===== config.mk =====
export PLATFORM = sky130hd
export DESIGN_NAME = miner_run_monitor
export DESIGN_NICKNAME = d
export VERILOG_FILES = /design/src/rtl/miner_run_monitor.sv
export SDC_FILE = /design/constraint.sdc
export NUM_CORES = 1
export LEC_CHECK = 0
export CAP_MARGIN = 20
export CORE_ASPECT_RATIO = 0.7
export CORE_MARGIN = 10
export CORE_UTILIZATION = 57
export CTS_CLUSTER_SIZE = 12
export DETAILED_ROUTE_END_ITERATION = 8
export PLACE_DENSITY = 0.78
export SETUP_SLACK_MARGIN = 0.02
export SKIP_LAST_GASP = 1
export SLEW_MARGIN = 30
export SYNTH_ARGS = -nofsm -noshare
export SYNTH_HDL_FRONTEND = slang
export SYNTH_SLANG_ARGS = --single-unit

===== constraint.sdc =====
create_clock -name clk -period 3.5 [get_ports clk]
set_input_delay 0.35 -clock clk [delete_from_list [all_inputs] [get_ports clk]]
set_output_delay 0.35 -clock clk [all_outputs]
set_load 0.05 [all_outputs]

===== src/rtl/miner_run_monitor.sv =====
// Run controller/checker: sequences DUT reset, bounds the run with a timeout and
// records the first-completion cycle of each done channel. Optional: MONITOR_HEARTBEAT_EN.
module miner_run_monitor #(
  parameter int N_CH           = 4,
  parameter int CNT_W          = 32,
  parameter int RESET_CYCLES   = 4,
  parameter int TIMEOUT_CYCLES = 40,
  parameter int LED_DIV_W      = 24,
  localparam int SEL_W         = (N_CH > 1) ? $clog2(N_CH) : 1
) (
  input  logic              clk,
  input  logic              reset,
  input  logic              start,
  input  logic [N_CH-1:0]   ch_done,
  input  logic [SEL_W-1:0]  rd_sel,
  output logic              dut_reset,
  output logic              running,
  output logic              done,
  output logic              pass,
  output logic              timed_out,
  output logic [N_CH-1:0]   done_mask,
  output logic [CNT_W-1:0]  cycle_count,
  output logic [CNT_W-1:0]  rd_cycle,
  output logic              led
);

  localparam int RC_W = (RESET_CYCLES > 1) ? $clog2(RESET_CYCLES) : 1;
  localparam logic [RC_W-1:0]  RC_LAST  = RC_W'(RESET_CYCLES - 1);
  localparam logic [CNT_W-1:0] CNT_LAST = CNT_W'(TIMEOUT_CYCLES - 1);

  typedef enum logic [1:0] {S_IDLE, S_RESET_DUT, S_RUN, S_FINISH} state_e;

  state_e             state_q;
  logic [RC_W-1:0]    rc_q;
  logic [CNT_W-1:0]   cnt_q;
  logic [N_CH-1:0]    mask_q;
  logic [CNT_W-1:0]   cap_q [N_CH];
  logic               pass_q;
  logic               to_q;
`ifdef MONITOR_HEARTBEAT_EN
  logic [LED_DIV_W-1:0] div_q;
  logic                 led_q;
`endif

  logic [N_CH-1:0] new_d;
  logic [N_CH-1:0] mask_d;
  logic            all_d;

  always_comb begin
    new_d  = ch_done & ~mask_q;
    mask_d = mask_q | ch_done;
    all_d  = &mask_d;
  end

  always_ff @(posedge clk) begin
    if (reset) begin
      state_q <= S_IDLE;
      rc_q    <= '0;
      cnt_q   <= '0;
      mask_q  <= '0;
      pass_q  <= 1'b0;
      to_q    <= 1'b0;
      for (int i = 0; i < N_CH; i++) cap_q[i] <= '0;
`ifdef MONITOR_HEARTBEAT_EN
      div_q   <= '0;
      led_q   <= 1'b0;
`endif
    end else begin
      case (state_q)
        S_IDLE, S_FINISH: begin
          if (start) begin
            state_q <= S_RESET_DUT;
            rc_q    <= '0;
            cnt_q   <= '0;
            mask_q  <= '0;
            pass_q  <= 1'b0;
            to_q    <= 1'b0;
            for (int i = 0; i < N_CH; i++) cap_q[i] <= '0;
`ifdef MONITOR_HEARTBEAT_EN
            led_q   <= 1'b0;
`endif
          end
        end
        S_RESET_DUT: begin
          if (rc_q == RC_LAST) begin
            state_q <= S_RUN;
            cnt_q   <= '0;
`ifdef MONITOR_HEARTBEAT_EN
            div_q   <= '0;
            led_q   <= 1'b0;
`endif
          end else begin
            rc_q <= rc_q + RC_W'(1);
          end
        end
        S_RUN: begin
          mask_q <= mask_d;
          for (int i = 0; i < N_CH; i++) begin
            if (new_d[i]) cap_q[i] <= cnt_q;
          end
          // Completion takes priority over the timeout in the final cycle.
          if (all_d) begin
            state_q <= S_FINISH;
            pass_q  <= 1'b1;
`ifdef MONITOR_HEARTBEAT_EN
            led_q   <= 1'b1;
`endif
          end else if (cnt_q == CNT_LAST) begin
            state_q <= S_FINISH;
            to_q    <= 1'b1;
`ifdef MONITOR_HEARTBEAT_EN
            led_q   <= 1'b0;
`endif
          end else begin
            cnt_q <= cnt_q + CNT_W'(1);
`ifdef MONITOR_HEARTBEAT_EN
            div_q <= div_q + LED_DIV_W'(1);
            if (&div_q) led_q <= ~led_q;
`endif
          end
        end
        default: state_q <= S_IDLE;
      endcase
    end
  end

  // Pad the capture bank to a power of two so any rd_sel value is a legal index.
  logic [CNT_W-1:0] cap_ext [2**SEL_W];
  for (genvar g = 0; g < 2**SEL_W; g++) begin : g_cap
    if (g < N_CH) begin : g_real
      assign cap_ext[g] = cap_q[g];
    end else begin : g_pad
      assign cap_ext[g] = '0;
    end
  end

  assign rd_cycle    = cap_ext[rd_sel];
  assign dut_reset   = (state_q != S_RUN);
  assign running     = (state_q == S_RUN);
  assign done        = (state_q == S_FINISH);
  assign pass        = pass_q;
  assign timed_out   = to_q;
  assign done_mask   = mask_q;
  assign cycle_count = cnt_q;
`ifdef MONITOR_HEARTBEAT_EN
  assign led         = led_q;
`else
  assign led         = pass_q;
`endif

endmodule


# Word level (Yosys, flattened, before mapping)
# Memory sizes are Yosys's and may differ from the RTL's.
# Cells that the tools add are included.
# classes
eq_ne	14
order_cmp	1
reduce_logical	11
n_addsub	2
bitwise	12
muxes	54
# op_table
cell	n
two-way mux 32 bit	14
case mux 32 bit (3 select lines)	1
binary-select mux 32 bit (select 2 bit)	1
adder 32 x 1 -> 32 bit, second input constant	1
== test 32 x 6 -> 1 bit, second input constant	1
two-way mux 1 bit	26
two-way mux 2 bit	6
inequality test 2 bit, second input constant	6
AND reduction 4 bit	3
AND reduction 3 bit	3
OR 1 bit	8
case mux 4 bit (2 select lines)	1
== test 2 bit, second input constant	3
case mux 2 bit (3 select lines)	1
bitwise AND 4 bit	1
two-way mux 4 bit	1
inequality test 2 x 1 -> 1 bit, second input constant	2
NOT 4 bit	1
OR 4 bit	1
case mux 1 bit (2 select lines)	2
case mux 2 bit (2 select lines)	1
nonzero test 2 bit	2
>= comparator 3 bit, second input constant	1
inequality test 3 x 1 -> 1 bit, second input constant	1
other kinds (6)	6
# word_totals
ff_bits	42
in_bits	9
word_cells	101
output_inout_bits	74
ram_bits	128
memories	1
# mem_list
memory	words	word_bits	rd	rd_clocked_by_memory_dff	wr	line	text
cap_q	4	32	4	0	4	37	logic [CNT_W-1:0] cap_q [N_CH];

# Depth between registers and ports, before layout
# Gate-level depths: netlist (run 1).
# depth
depth_word	7
mapped_depth	10
ltp_nobuf	7

# Worst setup path after synthesis (run 1)
# OpenSTA, ideal clock, no wires.
# synth_timing
path_type	reg2reg
from	register state_q[0]
to	memory cap_q[0][0] (enable)
required_ns	3.106
arrival_ns	2.605
n_path_buf	1
setup_time_ns	0.394
synth_period_minus_slack_ns	2.999
setup_slack_ns	0.501
path_stages_with_launch	7
cell_sequence	dfxtp_1 inv_1 ha_1 buf_2 nand2_1 nor3b_1 nand2b_1
# synth_lines
item	line	text
start: declaration	33	state_e state_q;
start signal: assignment	57	state_q <= S_IDLE;
start signal: assignment	72	state_q <= S_RESET_DUT;
start signal: assignment	86	state_q <= S_RUN;
end: declaration	37	

# Final worst setup path (run 1)
# layout_timing
from	register state_q[0]
to	register cnt_q[3], in the netlist cycle_count[3]
# layout_between
elab_chain_len	4
elab_cells_between_ends	11
classes_between	7 x eq/ne; 1 x mux; 3 x reduce/logical
# layout_rtl
item	line	text
== test 2 bit or logical NOT 2 bit (tied branches)	69	case (state_q)
OR reduction 2 bit	69	
inequality test 2 bit (no line)	--	
AND reduction 4 bit (no line)	--	
end signal: assignment	115	cnt_q <= cnt_q + CNT_W'(1);
end: declaration	35	logic [CNT_W-1:0] cnt_q;
# Several ways; a longest one is shown, not always the timed one.
# A chain may end at the register's enable or synchronous reset.

==> metrics.yaml, run 1 <==
layout:
  seq_area_sq_mm: 0.00436
  layout-drive-gt1-share_pct: 17.9
  multi_input_area_sq_mm: 0.00327
  diodes: 0
  final_nets: 748
  fillers: 982
  synthToLayoutAreaGrowth_pct: 17.6
  instances_no_fill: 932
critical_path:
  arrival_ns: 2.90
  critical-path-top-delay-family: "compound AO/OA/AOI/OAI gates"
  required_ns: 3.82
  criticalPathCategory: "reg2reg"
  r2r_setup_slack_ns: 0.92
  crit_fanout: 16
  crit_path_end_kind: "register"
  path_cells: "inv_1 -> ha_1 -> nand2b_1 -> nand2_1 -> a211oi_4 -> a41oi_1 -> a311oi_1"
  crit_buf_inv: 1
  critPathLaunchType: "register"
  critPathMaxStageDelay_ns: 0.62
  critPathSlowestCell: "a211oi_4"
grt:
  grt_overflow_total: 0
  grt_use_met2_pct: 33.1
  grt_use_met1_pct: 29.4
  use_met3_pct: 5.20
  grt_pass1_wl_mm: 33.2
  antenna_found_initial: 0
  grtUsageTotal_pct: 21.7
  grt_pass1_vias: 5934
  busiest_layer: "met2"
  grt_max_degree: 42
yosys:
  netlist_instances: 683
  async_flop_share_pct: 0
  synth.most_common_cell: "and2_1"
  ys_top_cells_by_count: "and2_1 (102), edfxtp_1 (96), dfxtp_1 (74)"
  synthTopCellsByArea: "edfxtp_1 (36%), dfxtp_1 (19%), mux4_2 (9.1%)"
  muxShareOfSynthArea_pct: 9.57
  yosysUniqueCellTypes: 54
  synth_seq_cells: 170
  yosysTopAreaCell: "edfxtp_1"
  synth_compound_area_share_pct: 10.7
  synth_top_area_share_pct: 36.3
  ys_warn_count: 0
  syn-cell-area_sq_mm: 0.00795
  synth_fa_ha_area_share_pct: 0.787
  synth-simple-area-share_pct: 19.7
  ys_seq_area_share_pct: 54.9
  postSynthAreaPerCell_sq_um: 11.6
  synth_edf_count: 96
  ys.flop_type: "edfxtp_1"
  synth-xor-area-share_pct: 0
  synth_top_family_by_area: "simple AND/OR/NAND/NOR gates"
  synthesis.nets: 697
clock_tree:
  post_cts_resized: 0
  root_buffer: "clkbuf_16"
  post_cts_buffers: 0
  ctsHtreeMaxLevel: 4
  cts_buffers: 17
  clock_latency_ns: 0.43
  clkSlewWorstSetupHoldPaths_ns: 0.06
  clockBufferDepth: 2
  holdBufCountCts: 0
  cts_tree: "yes"
  clkSinkCount: 170
sta:
  timing.fmax_mhz: 387
  setup_viol: 0
  finalMaxSlewViolations: 0
  fin_setup_tns_ns: 0
  slew_headroom_pct: 49.8
  period_share_pct: 73.7
  rsz0062_at_grt: "false"
  hold_slack_ns: 0.493
  finalHoldViolCount: 0
  clock_skew_ns: 0.00938
  worst_pin_slew_ns: 0.751
  finalCriticalPeriod_ns: 2.58
power:
  power.leakage_nw: 3.39
  irDropWorstVdd_v: 0.000489
  power.density_mw_per_mm2: 635
  finalPower_mw: 5.94
run:
  maxCapViolations: 0
floorplan:
  fp.coreArea_sq_mm: 0.0134
  initial_core_util_pct: 59.3
  rows: 35
  dieArea_sq_mm: 0.0191
  die_w_microns: 161
  io_pins: 83
  die_h_microns: 119
route:
  vias_per_cell: 6.29
  dr.pass1.iters: 5
  vias: 5866
  antenna_left: 0
  first_iter_violations: 822
  wl_mm: 20.5
  wl_per_cell_microns: 22.0
  drc: 0
placement:
  placedCellCount: 900
  place.gp.congestion: 0.903
  hpwlAfterDp_mm: 12.2
  port_buffers: 82
hold_path:
  hold_path.class: "reg2reg"
outcome:
  outcome: "finished, final reports clean"
## sequential cells by signal, summed over array words and instances, names as in the netlist
name,cells
timed_out,1
led,1
cap_q,128
state_q,2
done_mask,4
cycle_count,32
rc_q,2
## worst paths after layout
| kind | depth (start not counted) | to | start |
|---|---|---|---|
| worst max-delay path | 7 | cycle_count[3]$_SDFFE_PP0P_ | state_q[0]$_SDFFE_PP0P_ |
| worst min-delay path | 2 | timed_out$_SDFFE_PP0P_ | timed_out$_SDFFE_PP0P_ |
| worst max register to register | 7 | cycle_count[3]$_SDFFE_PP0P_ | state_q[0]$_SDFFE_PP0P_ |
| worst min register to register | 2 | timed_out$_SDFFE_PP0P_ | timed_out$_SDFFE_PP0P_ |
## kinds of logic (layout without fill, tap and decap cells)
group	Yosys count	count (layout)
and+or+nand+nor	274	274
muxes	36	36
adders and majority gates	5	5
buffers and inverters	77	141
DFF	170	170
AOI/OAI and AO/OA	121	121
## metal layers
metal | share of wire, % | up-vias
met5 | 0 | -
met2 | 47 | 241
met1 | 44 | 2952
met3 | 7.7 | 31
li1 | - | 2642
met4 | 1.7 | 0
## worst reg2reg max path: cells and delay by family (launching register included)
| kind | cells | cell delay, ns |
|---|---|---|
| flops | 1 | 0.38 |
| buf+inv | 1 | 0.06 |
| compound gates | 3 | 1.17 |
| simple gates | 2 | 0.47 |
| fa+ha+maj | 1 | 0.38 |
## where the power goes
part	internal [mW]	leakage, nW	switching (mW)
registers	2.43	1.64	0.0908
clock network	1.01	0.270	0.803
logic	0.455	1.48	1.16
total	3.89	3.39	2.05
## cell type report
class,instances,share of cell area [%]
multi-input cells,436,35.0
well taps,185,2.48
repair buffers,101,9.53
clock inverters,13,1.26
inverters,8,0.321
flip-flops and latches,170,46.7
clock buffers,19,4.74
## cell usage in the layout, fill, tap and decap left out, types with 2 or more instances in the layout
master	count
a41oi_1	4
o22ai_1	2
ha_1	5
a22oi_1	35
nor3_1	9
nor4_2	2
nand3_1	18
or2_2	3
buf_4	50
clkdlybuf4s50_1	49
inv_1	7
o21ai_1	2
clkinvlp_4	3
a21o_1	2
and3_1	8
mux2i_1	4
mux4_2	32
a311oi_1	12
inv_6	4
nor3b_2	4
nand2b_1	10
clkinv_2	3
and4_1	5
o21ai_0	12
dfxtp_1	74
edfxtp_1	96
a31oi_1	10
and2_1	102
o211ai_1	4
a21oi_1	25
nand4_1	9
nor4_1	8
clkbuf_16	17
or4_1	4
nor2_1	50
nand2_1	29
nor4b_1	4
a21boi_0	2
## per-stage QoR
| step | util, % | cell area [sq um] | setup WS (ns) |
|---|---|---|---|
| finish | 69.7 | 9350 | 0.919 |
| global route | 69.7 | 9350 | 0.736 |
| CTS | 69.7 | 9350 | 0.992 |
| detailed placement | 65.6 | 8780 | 0.938 |
| global placement | 65.6 | 8780 | 1.02 |
| floorplan | - | 7950 | 0.501 |
No activity file was read; power rests on OpenSTA's default activity.
==> run 2: changes to the inputs <==
Settings changed: CORE_UTILIZATION 57 to 51, PLACE_DENSITY 0.78 to 0.74.
Clock period 3.5 ns to 2.13 ns, I/O delays scaled along.
==> run 2 against run 1 <==
Effect of this change: flip-flop and latch count unchanged; design area up 11%; non-clock buffer count up 44; wire length up 4.4%; largest cell class unchanged.
==> metrics.yaml, run 2 (synthesis gave the netlist of run 1 again) <==
layout:
  final_common_cell: "and2_1"
  final_nets: 792  # +5.9%
  post-route-util_pct: 67.3  # -2.4 points
  synthToLayoutAreaGrowth_pct: 30.5
  mostFrequentLayoutCells: "and2_1 (102), edfxtp_1 (96), dfxtp_1 (52), buf_4 (52), nor2_1 (50)"
  diodes: 0  # unchanged
  instances_no_fill: 991  # +6.3%
  stdcell_area_sq_mm: 0.0104  # +11%
  largest_register_ffs: 128  # unchanged
  layout-drive-gt1-share_pct: 26.8  # +8.9 points
  top_register: "cap_q"
power:
  p_int_mw: 7.19  # +85%
  clkPwrFrac_pct: 29.6  # -0.9 points
  switching_share_pct: 33.1  # -1.4 points
  power.leakage_nw: 3.83  # +13%
  power.density_mw_per_mm2: 1040  # +63%
  irDropWorstVdd_v: 0.000845  # +73%
  combPwrFrac_pct: 32.0  # +4.9 points
  p_seq_share_pct: 38.4  # -4.0 points
  power.switching_mw: 3.56  # +74%
critical_path:
  r2r_setup_slack_ns: 0.08  # -0.84 ns
  startpoint: "cycle_count[2]$_SDFFE_PP0P_"
  criticalPathCategory: "reg2out"
  rr_worst_depth: 9  # +2
  critPathLaunchType: "register"
  r2r_end: "cycle_count[7]$_SDFFE_PP0P_"
  crit_path_end_kind: "primary output"
  crit_fanout: 8  # -8
  required_ns: 1.92  # -1.90 ns
  r2r_start: "cycle_count[0]$_SDFFE_PP0P_"
  arrival_ns: 1.84  # -1.06 ns
  cp-endpoint: "cycle_count[2]"
sta:
  fin_setup_tns_ns: 0  # unchanged
  slew_headroom_pct: 47.7  # -2.1 points
  rsz0062_at_grt: "false"
  hold_slack_ns: 0.456  # -0.0377 ns
  setup_viol: 0  # unchanged
  finalHoldViolCount: 0  # unchanged
  timing.fmax_mhz: 488
  period_share_pct: 96.2
  clock_skew_ns: 0.00893  # -0.000446 ns
  finalMaxSlewViolations: 0  # unchanged
  finalCriticalPeriod_ns: 2.05
  worst_pin_slew_ns: 0.785  # +0.0333 ns
placement:
  placedCellCount: 956  # +6.2%
  place_area_sq_mm: 0.00967  # +10%
  place.gp.congestion: 0.869  # -3.8%
  port_buffers: 82  # unchanged
  hpwlAfterDp_mm: 13.3  # +9.0%
route:
  dr.pass1.iters: 5  # unchanged
  first_iter_violations: 678  # -18%
  antenna_left: 0  # unchanged
  wl_mm: 21.4  # +4.4%
  vias: 6054  # +3.2%
  vias_per_cell: 6.11  # -2.9%
  drc: 0  # unchanged
  wl_per_cell_microns: 21.6  # -1.8%
floorplan:
  die_w_microns: 169  # +5.0%
  dieArea_sq_mm: 0.0211  # +10%
  initial_core_util_pct: 51.6  # -7.7 points
  fp.coreArea_sq_mm: 0.0154  # +15%
  rows: 38  # +8.6%
  io_pins: 83  # unchanged
  die_h_microns: 124  # +4.8%
grt:
  grt_max_degree: 41  # -2.4%
  grt_overflow_total: 0  # unchanged
  grt_pass1_vias: 6279  # +5.8%
  grtUsageTotal_pct: 20.5  # -1.2 points
  grt_pass1_wl_mm: 34.6  # +4.3%
  antenna_found_initial: 0  # unchanged
outcome:
  outcome: "finished, final reports clean"
clock_tree:
  clkSinkCount: 170  # unchanged
  cts_tree: "yes"
  clkSlewWorstSetupHoldPaths_ns: 0.07  # about the same
  clock_latency_ns: 0.43  # about the same
  ctsHtreeMaxLevel: 4  # unchanged
  clockBufferDepth: 2  # unchanged
  cts_buffers: 17  # unchanged
  root_buffer: "clkbuf_16"
run:
  maxCapViolations: 0  # unchanged
hold_path:
  hold_path.class: "in2reg"
-- run 2: power by group through the flow --
stage                     logic, mW  clock network, mW  registers [mW]
final                          3.43               3.18            4.13
after global routing           3.64               3.36            4.17
after CTS                      3.29               3.22            4.13
after detailed placement       3.28                  0            4.19
after global placement         3.23                  0            4.15
after floorplan                1.86                  0            4.18
-- run 2: through the flow --
| stage | worst slack (ns) | total power [mW] |
|---|---|---|
| after floorplan | 0.0188 | 6.04 |
| after global placement | -0.0216 | 7.38 |
| after detailed placement | -0.0839 | 7.47 |
| after CTS | 0.0303 | 10.6 |
| after global routing | 0.0334 | 11.2 |
| final | 0.0805 | 10.7 |
-- run 2: critical path, stage by stage (launching register included) --
cell	delay, ns
dfxtp_2	0.43
buf_4	0.17
clkdlybuf4s50_1	0.81
-- run 2: timing repair --
| action | 4_1_cts | 5_1_grt |
|---|---|---|
| resized for setup | 3 | 16 |
| pin swaps | 1 | 3 |
| endpoints found under the setup margin | 4 | 15 |
| gates cloned | 0 | 1 |
| hold buffers | 0 | 0 |
| buffers inserted | 0 | 2 |
-- run 2: per-layer routing --
metal,routed length [microns],GRT usage [%]
met4,399,7.75
met3,1590,4.04
met2,10400,32.3
met5,0,0
met1,9080,27.2
-- run 2: area by class of cell --
type | count | area (sq um)
Fill cell | 1164 | 5030
Sequential cell | 170 | 4390
Multi-Input combinational cell | 436 | 3350
Timing Repair Buffer | 145 | 1740
Clock buffer | 19 | 433
Tap cell | 200 | 250
Clock inverter | 13 | 168
Inverter | 8 | 30.0
-- run 2: worst min path at each step --
stage / from / to / slack, ns / cells after the start
global route: ch_done[1] / done_mask[1]$_SDFFE_PP0P_ / 0.48 / 3
global placement: timed_out$_SDFFE_PP0P_ / timed_out$_SDFFE_PP0P_ / 0.48 / 2
floorplan: reset / cap_q[2][0]$_SDFFE_PP0P_ / 0.39 / 2
CTS: ch_done[3] / done_mask[3]$_SDFFE_PP0P_ / 0.44 / 3
detailed placement: cap_q[2][10]$_SDFFE_PP0P_ / cap_q[2][10]$_SDFFE_PP0P_ / 0.50 / 2
finish: ch_done[3] / done_mask[3]$_SDFFE_PP0P_ / 0.46 / 3
